<file path="config.mk">
export PLATFORM = sky130hd
export DESIGN_NAME = decode_prefetch_queue
export DESIGN_NICKNAME = d
export VERILOG_FILES = /design/src/rtl/decode_prefetch_pkg.sv /design/src/rtl/dpq_fifo.sv /design/src/rtl/decode_prefetch_queue.sv
export SDC_FILE = /design/constraint.sdc
export NUM_CORES = 1
export LEC_CHECK = 0
export BUFFER_PORTS_ARGS = -buffer_cell sky130_fd_sc_hd__buf_2
export CORE_ASPECT_RATIO = 0.6
export CORE_MARGIN = 3
export CORE_UTILIZATION = 55
export DETAILED_ROUTE_END_ITERATION = 8
export GPL_TIMING_DRIVEN = 1
export PLACE_DENSITY = 0.77
export SYNTH_ARGS = -nofsm -noshare
export SYNTH_HDL_FRONTEND = slang
export SYNTH_SLANG_ARGS = --single-unit
</file>
<file path="constraint.sdc">
create_clock -name clk -period 7.5 [get_ports clk]
set_input_delay 1.125 -clock clk [delete_from_list [all_inputs] [get_ports clk]]
set_output_delay 1.125 -clock clk [all_outputs]
set_load 0.01 [all_outputs]
</file>
<file path="src/rtl/decode_prefetch_pkg.sv">
// Shared constants and helpers for the decode prefetch queue.
// Imported by dpq_fifo and decode_prefetch_queue.
package decode_prefetch_pkg;

  localparam int INST_W       = 32;
  localparam int HALF_W       = 16;
  localparam int ARM_PC_INC   = 4;
  localparam int THUMB_PC_INC = 2;

  localparam logic [31:0] WORD_ALIGN_MASK = 32'hFFFF_FFFC;
  localparam logic [31:0] HALF_ALIGN_MASK = 32'hFFFF_FFFE;

  function automatic int level_w(input int depth);
    return $clog2(depth) + 1;
  endfunction

endpackage

</file>
<file path="src/rtl/dpq_fifo.sv">
// Word storage for the prefetch queue: pointers, count, array.
// Pointers wrap naturally because DEPTH is a power of two.
module dpq_fifo
  import decode_prefetch_pkg::*;
#(
  parameter int DEPTH = 4
) (
  input  logic                      clk,
  input  logic                      rst_n,
  input  logic                      clear,
  input  logic                      push,
  input  logic [INST_W-1:0]         wdata,
  input  logic                      pop,
  output logic [INST_W-1:0]         rdata,
  output logic [level_w(DEPTH)-1:0] count,
  output logic                      full,
  output logic                      empty
);

  localparam int AW = $clog2(DEPTH);
  localparam int LW = level_w(DEPTH);

  logic [INST_W-1:0] mem [DEPTH];
  logic [AW-1:0]     rd_ptr;
  logic [AW-1:0]     wr_ptr;

  // Pointer and occupancy tracking; flush and reset empty the queue.
  always_ff @(posedge clk) begin
    if (!rst_n || clear) begin
      rd_ptr <= '0;
      wr_ptr <= '0;
      count  <= '0;
    end else begin
      if (push)
        wr_ptr <= wr_ptr + AW'(1);
      if (pop)
        rd_ptr <= rd_ptr + AW'(1);
      unique case ({push, pop})
        2'b10:   count <= count + LW'(1);
        2'b01:   count <= count - LW'(1);
        default: count <= count;
      endcase
    end
  end

  // Storage array, written only on accepted words.
  always_ff @(posedge clk) begin
    if (push)
      mem[wr_ptr] <= wdata;
  end

  assign rdata = mem[rd_ptr];
  assign full  = (count == LW'(DEPTH));
  assign empty = (count == '0);

endmodule

</file>
<file path="src/rtl/decode_prefetch_queue.sv">
// Instruction prefetch queue between fetch and ARM/Thumb decode.
// Optional fetch-to-decode bypass: DECODE_PREFETCH_BYPASS_EN.
module decode_prefetch_queue
  import decode_prefetch_pkg::*;
#(
  parameter int          DEPTH    = 4,
  parameter logic [31:0] RESET_PC = 32'h0000_0000
) (
  input  logic                     clk,
  input  logic                     rst_n,
  input  logic                     thumb,
  input  logic                     flush,
  input  logic [31:0]              flush_pc,
  output logic [31:0]              fetch_addr,
  input  logic                     fetch_valid,
  input  logic [31:0]              fetch_data,
  output logic                     fetch_ready,
  output logic                     dec_valid,
  input  logic                     dec_ready,
  output logic [31:0]              dec_code,
  output logic [31:0]              dec_pc,
  output logic [$clog2(DEPTH):0]   level
);

  localparam int LW = level_w(DEPTH);

  logic [LW-1:0]     count;
  logic              full;
  logic              empty;
  logic [INST_W-1:0] rdata;
  logic [INST_W-1:0] word;
  logic [INST_W-1:0] fmt_code;
  logic [INST_W-1:0] last_code;
  logic              hw_sel;
  logic              thumb_q;
  logic              push_acc;
  logic              consume;
  logic              pop;
  logic              store;
  logic              thumb_chg;

  assign fetch_ready = rst_n & ~full & ~flush;
  assign push_acc    = fetch_valid & fetch_ready;
  assign thumb_chg   = (thumb != thumb_q) & ~flush;
  assign consume     = dec_valid & dec_ready & ~flush & ~thumb_chg;

`ifdef DECODE_PREFETCH_BYPASS_EN
  logic bypass;
  assign bypass    = empty & push_acc;
  assign word      = bypass ? fetch_data : rdata;
  assign dec_valid = rst_n & (~empty | bypass);
  assign pop       = consume & (~thumb | hw_sel) & ~empty;
  assign store     = push_acc
                   & ~(bypass & consume & (~thumb | hw_sel));
`else
  assign word      = rdata;
  assign dec_valid = rst_n & ~empty;
  assign pop       = consume & (~thumb | hw_sel);
  assign store     = push_acc;
`endif

  dpq_fifo #(.DEPTH(DEPTH)) u_fifo (
    .clk   (clk),
    .rst_n (rst_n),
    .clear (flush),
    .push  (store),
    .wdata (word_in()),
    .pop   (pop),
    .rdata (rdata),
    .count (count),
    .full  (full),
    .empty (empty)
  );

  function automatic logic [INST_W-1:0] word_in();
    return fetch_data;
  endfunction

  assign fmt_code = thumb
    ? {{(INST_W-HALF_W){1'b0}},
       (hw_sel ? word[INST_W-1:HALF_W] : word[HALF_W-1:0])}
    : word;

  assign dec_code = dec_valid ? fmt_code : last_code;
  assign level    = count;

  // Hold the last presented instruction so an empty queue shows no X.
  always_ff @(posedge clk) begin
    if (!rst_n)
      last_code <= '0;
    else if (dec_valid)
      last_code <= fmt_code;
  end

  // Previous instruction-set state, to spot a mode change without flush.
  always_ff @(posedge clk) begin
    thumb_q <= thumb;
  end

  // Fetch address, decode PC and halfword select.
  always_ff @(posedge clk) begin
    if (!rst_n) begin
      fetch_addr <= RESET_PC & WORD_ALIGN_MASK;
      dec_pc     <= RESET_PC;
      hw_sel     <= 1'b0;
    end else if (flush) begin
      fetch_addr <= flush_pc & WORD_ALIGN_MASK;
      dec_pc     <= thumb ? (flush_pc & HALF_ALIGN_MASK)
                          : (flush_pc & WORD_ALIGN_MASK);
      hw_sel     <= thumb & flush_pc[1];
    end else begin
      if (push_acc)
        fetch_addr <= fetch_addr + 32'(ARM_PC_INC);
      if (thumb_chg) begin
        hw_sel <= 1'b0;
        dec_pc <= dec_pc & WORD_ALIGN_MASK;
      end else if (consume) begin
        dec_pc <= dec_pc + (thumb ? 32'(THUMB_PC_INC)
                                  : 32'(ARM_PC_INC));
        if (thumb)
          hw_sel <= ~hw_sel;
      end
    end
  end

endmodule
</file>
======== After elaboration in Yosys (flattened, before gate mapping) ========
Memory sizes are Yosys's and may differ from the RTL's. A register that Yosys moved wholly into a read port is not among the register bits.
Index checks and enable logic that the tools add are counted.
cells by class
  reduce and logical (&&, ||, !) cells .... 11
  bitwise operators ....................... 18
  add/subtract/negate cells ............... 6
  equal/unequal tests ..................... 5
  mux-type cells .......................... 19
operators with widths
  kind                     number
  $mux W32                 7
  $add A32 B3 Y32          1
  $add A32 B3 Y32 const B  1
  $mux W16                 1
  $and A1 B1 Y1            10
  $not A1 Y1               7
  $mux W1                  6
  $mux W2                  3
  $pmux W3 S2              1
  $reduce_bool A2 Y1       3
  $reduce_bool A3 Y1       2
  $add A2 B1 Y2 const B    2
  $reduce_and A2 Y1        2
  $add A3 B1 Y3 const B    1
  $eq A3 B3 Y1 const B     1
  $logic_not A3 Y1         1
  $mux W3                  1
  $sub A3 B1 Y3 const B    1
  $eq A2 B1 Y1 const B     1
  $eq A2 B2 Y1 const B     1
  $ne A2 B2 Y1 const B     1
  $reduce_or A2 Y1         1
  $logic_not A1 Y1         1
  $logic_or A1 B1 Y1       1
  other kinds (2)          2
storage, ports and cells
  word-level logic and storage cells ...... 70
  flip-flop bits (word level) ............. 105
  output and inout bits ................... 101
  memories ................................ 1
  bits of input ports ..................... 70
  memory bits (writable) .................. 128
memory list
  memory      words  bits a word  read ports  clocked after memory_dff  write ports  line            RTL
  u_fifo.mem  4      32           1           1                         1            dpq_fifo.sv:23  logic [INST_W-1:0] mem [DEPTH];

======== Logic depth before layout (Yosys ltp) ========
  depth after elaboration ................. 9
  depth in mapped cells ................... 10
  mapped depth without buffers ............ 9

======== Modules after synthesis ========
From an unflattened synthesis, not the netlist that was laid out.
second synthesis, totals
  cells, all modules ...................... 850
  area, all modules ....................... 10179.8 um^2
modules (own cells, without submodules)
  module                 times used  cells an instance  seq. area each (um^2)  area an instance (um^2)
  dpq_fifo               1           215                4023.9                 5098.6
  decode_prefetch_queue  1           635                1901.8                 5081.1

======== Worst setup path before layout ========
No wires, ideal clock.
  kind .................................... input-to-output
  start ................................... in thumb
  end ..................................... out dec_code[10]
  arrival ................................. 2.461 ns
  buffers on the path ..................... 2
  data required time ...................... 6.375 ns
  stages on the path ...................... 5
  path slack .............................. 3.914 ns
  cells stage by stage .................... buf_2 -> nand2_1 -> clkbuf_1 -> mux2i_1 -> o21ai_0
on the way
  longest elaborated chain between the ends .. 2
RTL lines
  item                line                         RTL
  start: declaration  decode_prefetch_queue.sv:11  input logic thumb,
  $mux W32            decode_prefetch_queue.sv:80  ? {{(INST_W-HALF_W){1'b0}},
  $mux W32            -
  end: declaration    decode_prefetch_queue.sv:20  output logic [31:0] dec_code,
Every way passes these cells.

======== Worst setup path in the final report ========
  start ................................... in rst_n
  end ..................................... out dec_code[22]
on the way
  longest elaborated chain between the ends .. 2
RTL lines
  item                line                         RTL
  start: declaration  decode_prefetch_queue.sv:10  input logic rst_n,
  $and A1 B1 Y1       decode_prefetch_queue.sv:57  assign dec_valid = rst_n & ~empty;
  $mux W32            -
Every way passes these cells.

==> reports/qor.csv <==
stage,metric,value,unit
run_status,status,completed,
layout,fin area,0.0117,mm²
layout,diode count,0,
layout,layout cells sized above 1,0.263,
clock_tree,CTS max path bufs,3,
timing,Fin. Hold Viols,0,
setup_path,Worst Path Max Fanout,74,
grt,first-pass GRT wire length,40000,µm
pwr,maximum VDD drop,0.179,mV
timing,hold_ws,0.505,ns
pwr,Internal,2.09,mW
yosys,Mapped Area,0.00997,mm²
timing,Setup Viol. Count Final,0,
detailed_routing,DR DRC count,0,
floorplanning,Die W,180,µm
timing,part of the cycle the worst path needs,0.621,
place,pre-CTS WS,2.85,ns
setup_path,R2R Setup Slk,4.60,ns
clock_tree,# hold bufs at CTS,0,
pwr,P per Cell Area,230,mW/mm²
place,"Cell Area, Placed",0.0110,mm²
layout,P&R area growth vs syn,17.5,%
clock_tree,Post-CTS Setup Bufs,0,
detailed_routing,vias per cell,6.05,
grt,met2 Resource Use GR,0.350,
timing,final worst slack,2.85,ns
timing,fin crit period,4.65,ns
floorplanning,DIE AREA,0.0198,mm²
setup_path,WP data required,6.38,ns
timing,RSZ-0062 raised after global routing,false,
clock_tree,CTS tree,built,
place,Buffers on Ports,166,
yosys,Post-synth EDFFs,128,
yosys,Syn Area/Cell,12.3,µm²
detailed_routing,post-DR wirelength/cell,21.6,µm
detailed_routing,Total Wirelength,26200,µm
setup_path,Arrival @ worst endpoint,3.53,ns
layout,nets@finish,1043,
grt,met3 Use GR,0.0682,
timing,measured slew at the worst slew-check pin,1.07,ns
yosys,dominant cell type by area after synthesis,edfxtp_1,
pwr,clock power share,0.413,
grt,largest net degree at the start of global routing,79,
yosys,Post-Syn Instances,807,
yosys,Yosys reg bits,232,
yosys,Yosys cell types,60,
floorplanning,Initial Utilization,0.571,
layout,count of non-filler cells in the finished layout,1213,
detailed_routing,total vias in the final route,7340,
floorplanning,Rows,37,
job,max-cap check violation count,0,
grt,GRT Total Usage,0.262,
yosys,post-synthesis sequential area ratio,0.595,
pwr,Final Power,2.70,mW
pwr,Psw,612,µW
yosys,Post-synth ARST share,0,
grt,GRT busiest layer,met1,
yosys,Synth Flop Type,edfxtp_1,
detailed_routing,Antenna Nets Post-Route,0,
hold_path,worst min path class,flip-flop to flip-flop,
clock_tree,Worst-path clk slew,0.06,ns
grt,met1 GRT Util,0.429,
pwr,Comb pwr share,0.066,
floorplanning,core area,0.0175,mm²
pwr,Static Leak,4.40,nW
setup_path,critical path launch point type,primary input,
setup_path,CP Class,primary input to output port,
place,placed cells,1173,
floorplanning,Ports,171,
floorplanning,Die Height,110,µm
layout,FF/Latch Area,0.00593,mm²
clock_tree,post-CTS resize count,0,
pwr,register share of total power,0.521,
timing,Max-Slew Margin vs Limit,0.283,
grt,gr ovfl total,0,
grt,initial antenna violation count,1,
place,gp weighted congestion,0.914,
yosys,Ys Warns,0,
layout,# fillers,1294,
setup_path,Setup crit end kind,output port,
yosys,Yosys top cell area share,0.386,
clock_tree,clk_lat worst skew,0.50,ns
place,Detail Placement HPWL,18300,µm
detailed_routing,DR iter-0 viols,899,
timing,clk_skew,0.0149,ns
pwr,sw frac,0.227,
yosys,top post-synthesis cells by count,"edfxtp_1 (128), dfxtp_1 (104), nand2_1 (59)",
layout,area of the multi-input gates,0.00380,mm²
layout,post-layout util,0.671,
grt,vias in the first global route,6742,
clock_tree,root buffer cell,clkbuf_16,
clock_tree,CTS buffer count,22,
timing,Slew Limit Fails,0,
detailed_routing,drt pass-1 iters,5,
yosys,"count leader, synth",edfxtp_1,
yosys,Synth area leaders,"edfxtp_1 (39%), dfxtp_1 (21%), mux4_2 (7.2%)",
clock_tree,Sink Count,232,
timing,Max Clk Rate,215,MHz
timing,Post-Route Setup TNS,0,ns
clock_tree,Clock H-tree levels,1,
-- flip-flops by register name (all words and copies together), names as in the netlist, named ones only --
signal,cells
u_fifo.mem,128
last_code,32
dec_pc,31
fetch_addr,30
u_fifo.count,3
u_fifo.rd_ptr,2
u_fifo.wr_ptr,2
hw_sel,1
thumb_q,1
-- power by group through the flow --
stage                     Sequential (mW)  Combinational, mW  Clock (mW)
after detailed placement             1.43              0.175           0
after global placement               1.43              0.172           0
after CTS                            1.40              0.176        1.13
after floorplan                      1.44             0.0826           0
final                                1.41              0.179        1.11
after global routing                 1.41              0.194        1.18
-- critical path: stages --
cell and delay (ns):
buf_2 0.07, buf_4 0.57, o31ai_4 0.14, buf_4 0.31
nor2_1 0.87, a22o_1 0.28, buf_2 0.14
-- kinds of logic after synthesis --
group           Yosys count  synth area share
flops                   232             0.595
compound gates          162             0.103
simple gates            253             0.139
buf+inv                  62            0.0261
mux                      50            0.0904
fa+ha+maj                10            0.0141
other cells               1          0.000376
xor+xnor                 37            0.0325
-- routing by layer --
metal	wire length [µm]	share of wire
met1	12300	0.47
met2	10500	0.40
met3	3080	0.12
met4	298	0.011
met5	13	0.00050
-- placed cells by master, fill, tap and decap left out, drive strengths merged, types with 3 or more instances in the layout --
master	instances
a21oi	43
a22o	16
a31oi	13
a32oi	3
and2	43
and3	14
and4	7
buf	176
clkbuf	31
clkinv	5
conb	3
dfxtp	104
edfxtp	128
ha	8
inv	17
mux2i	18
mux4	32
nand2	59
nand3	32
nand4	18
nor2	30
nor3	14
nor3b	3
nor4	10
o211ai	6
o21a	3
o21ai	51
o31a	6
o31ai	5
or3	11
or4	5
xnor2	19
xor2	18
-- cell type report --
class	instances	share of cell area
flip-flops and latches	232	0.506
well taps	234	0.0250
multi-input cells	515	0.325
clock inverters	9	0.00898
clock buffers	31	0.0526
repair buffers	176	0.0774
inverters	16	0.00513
-- path summary, 6_finish.rpt --
| path | start | cells past startpoint | to |
|---|---|---|---|
| min reg2reg | dec_pc[31] | 1 | dec_pc[31] |
| min | dec_pc[31] | 1 | dec_pc[31] |
| max | rst_n | 7 | dec_code[22] |
| max reg2reg | u_fifo.count[0] | 8 | u_fifo.count[2] |
(Power assumes the default switching activity.)
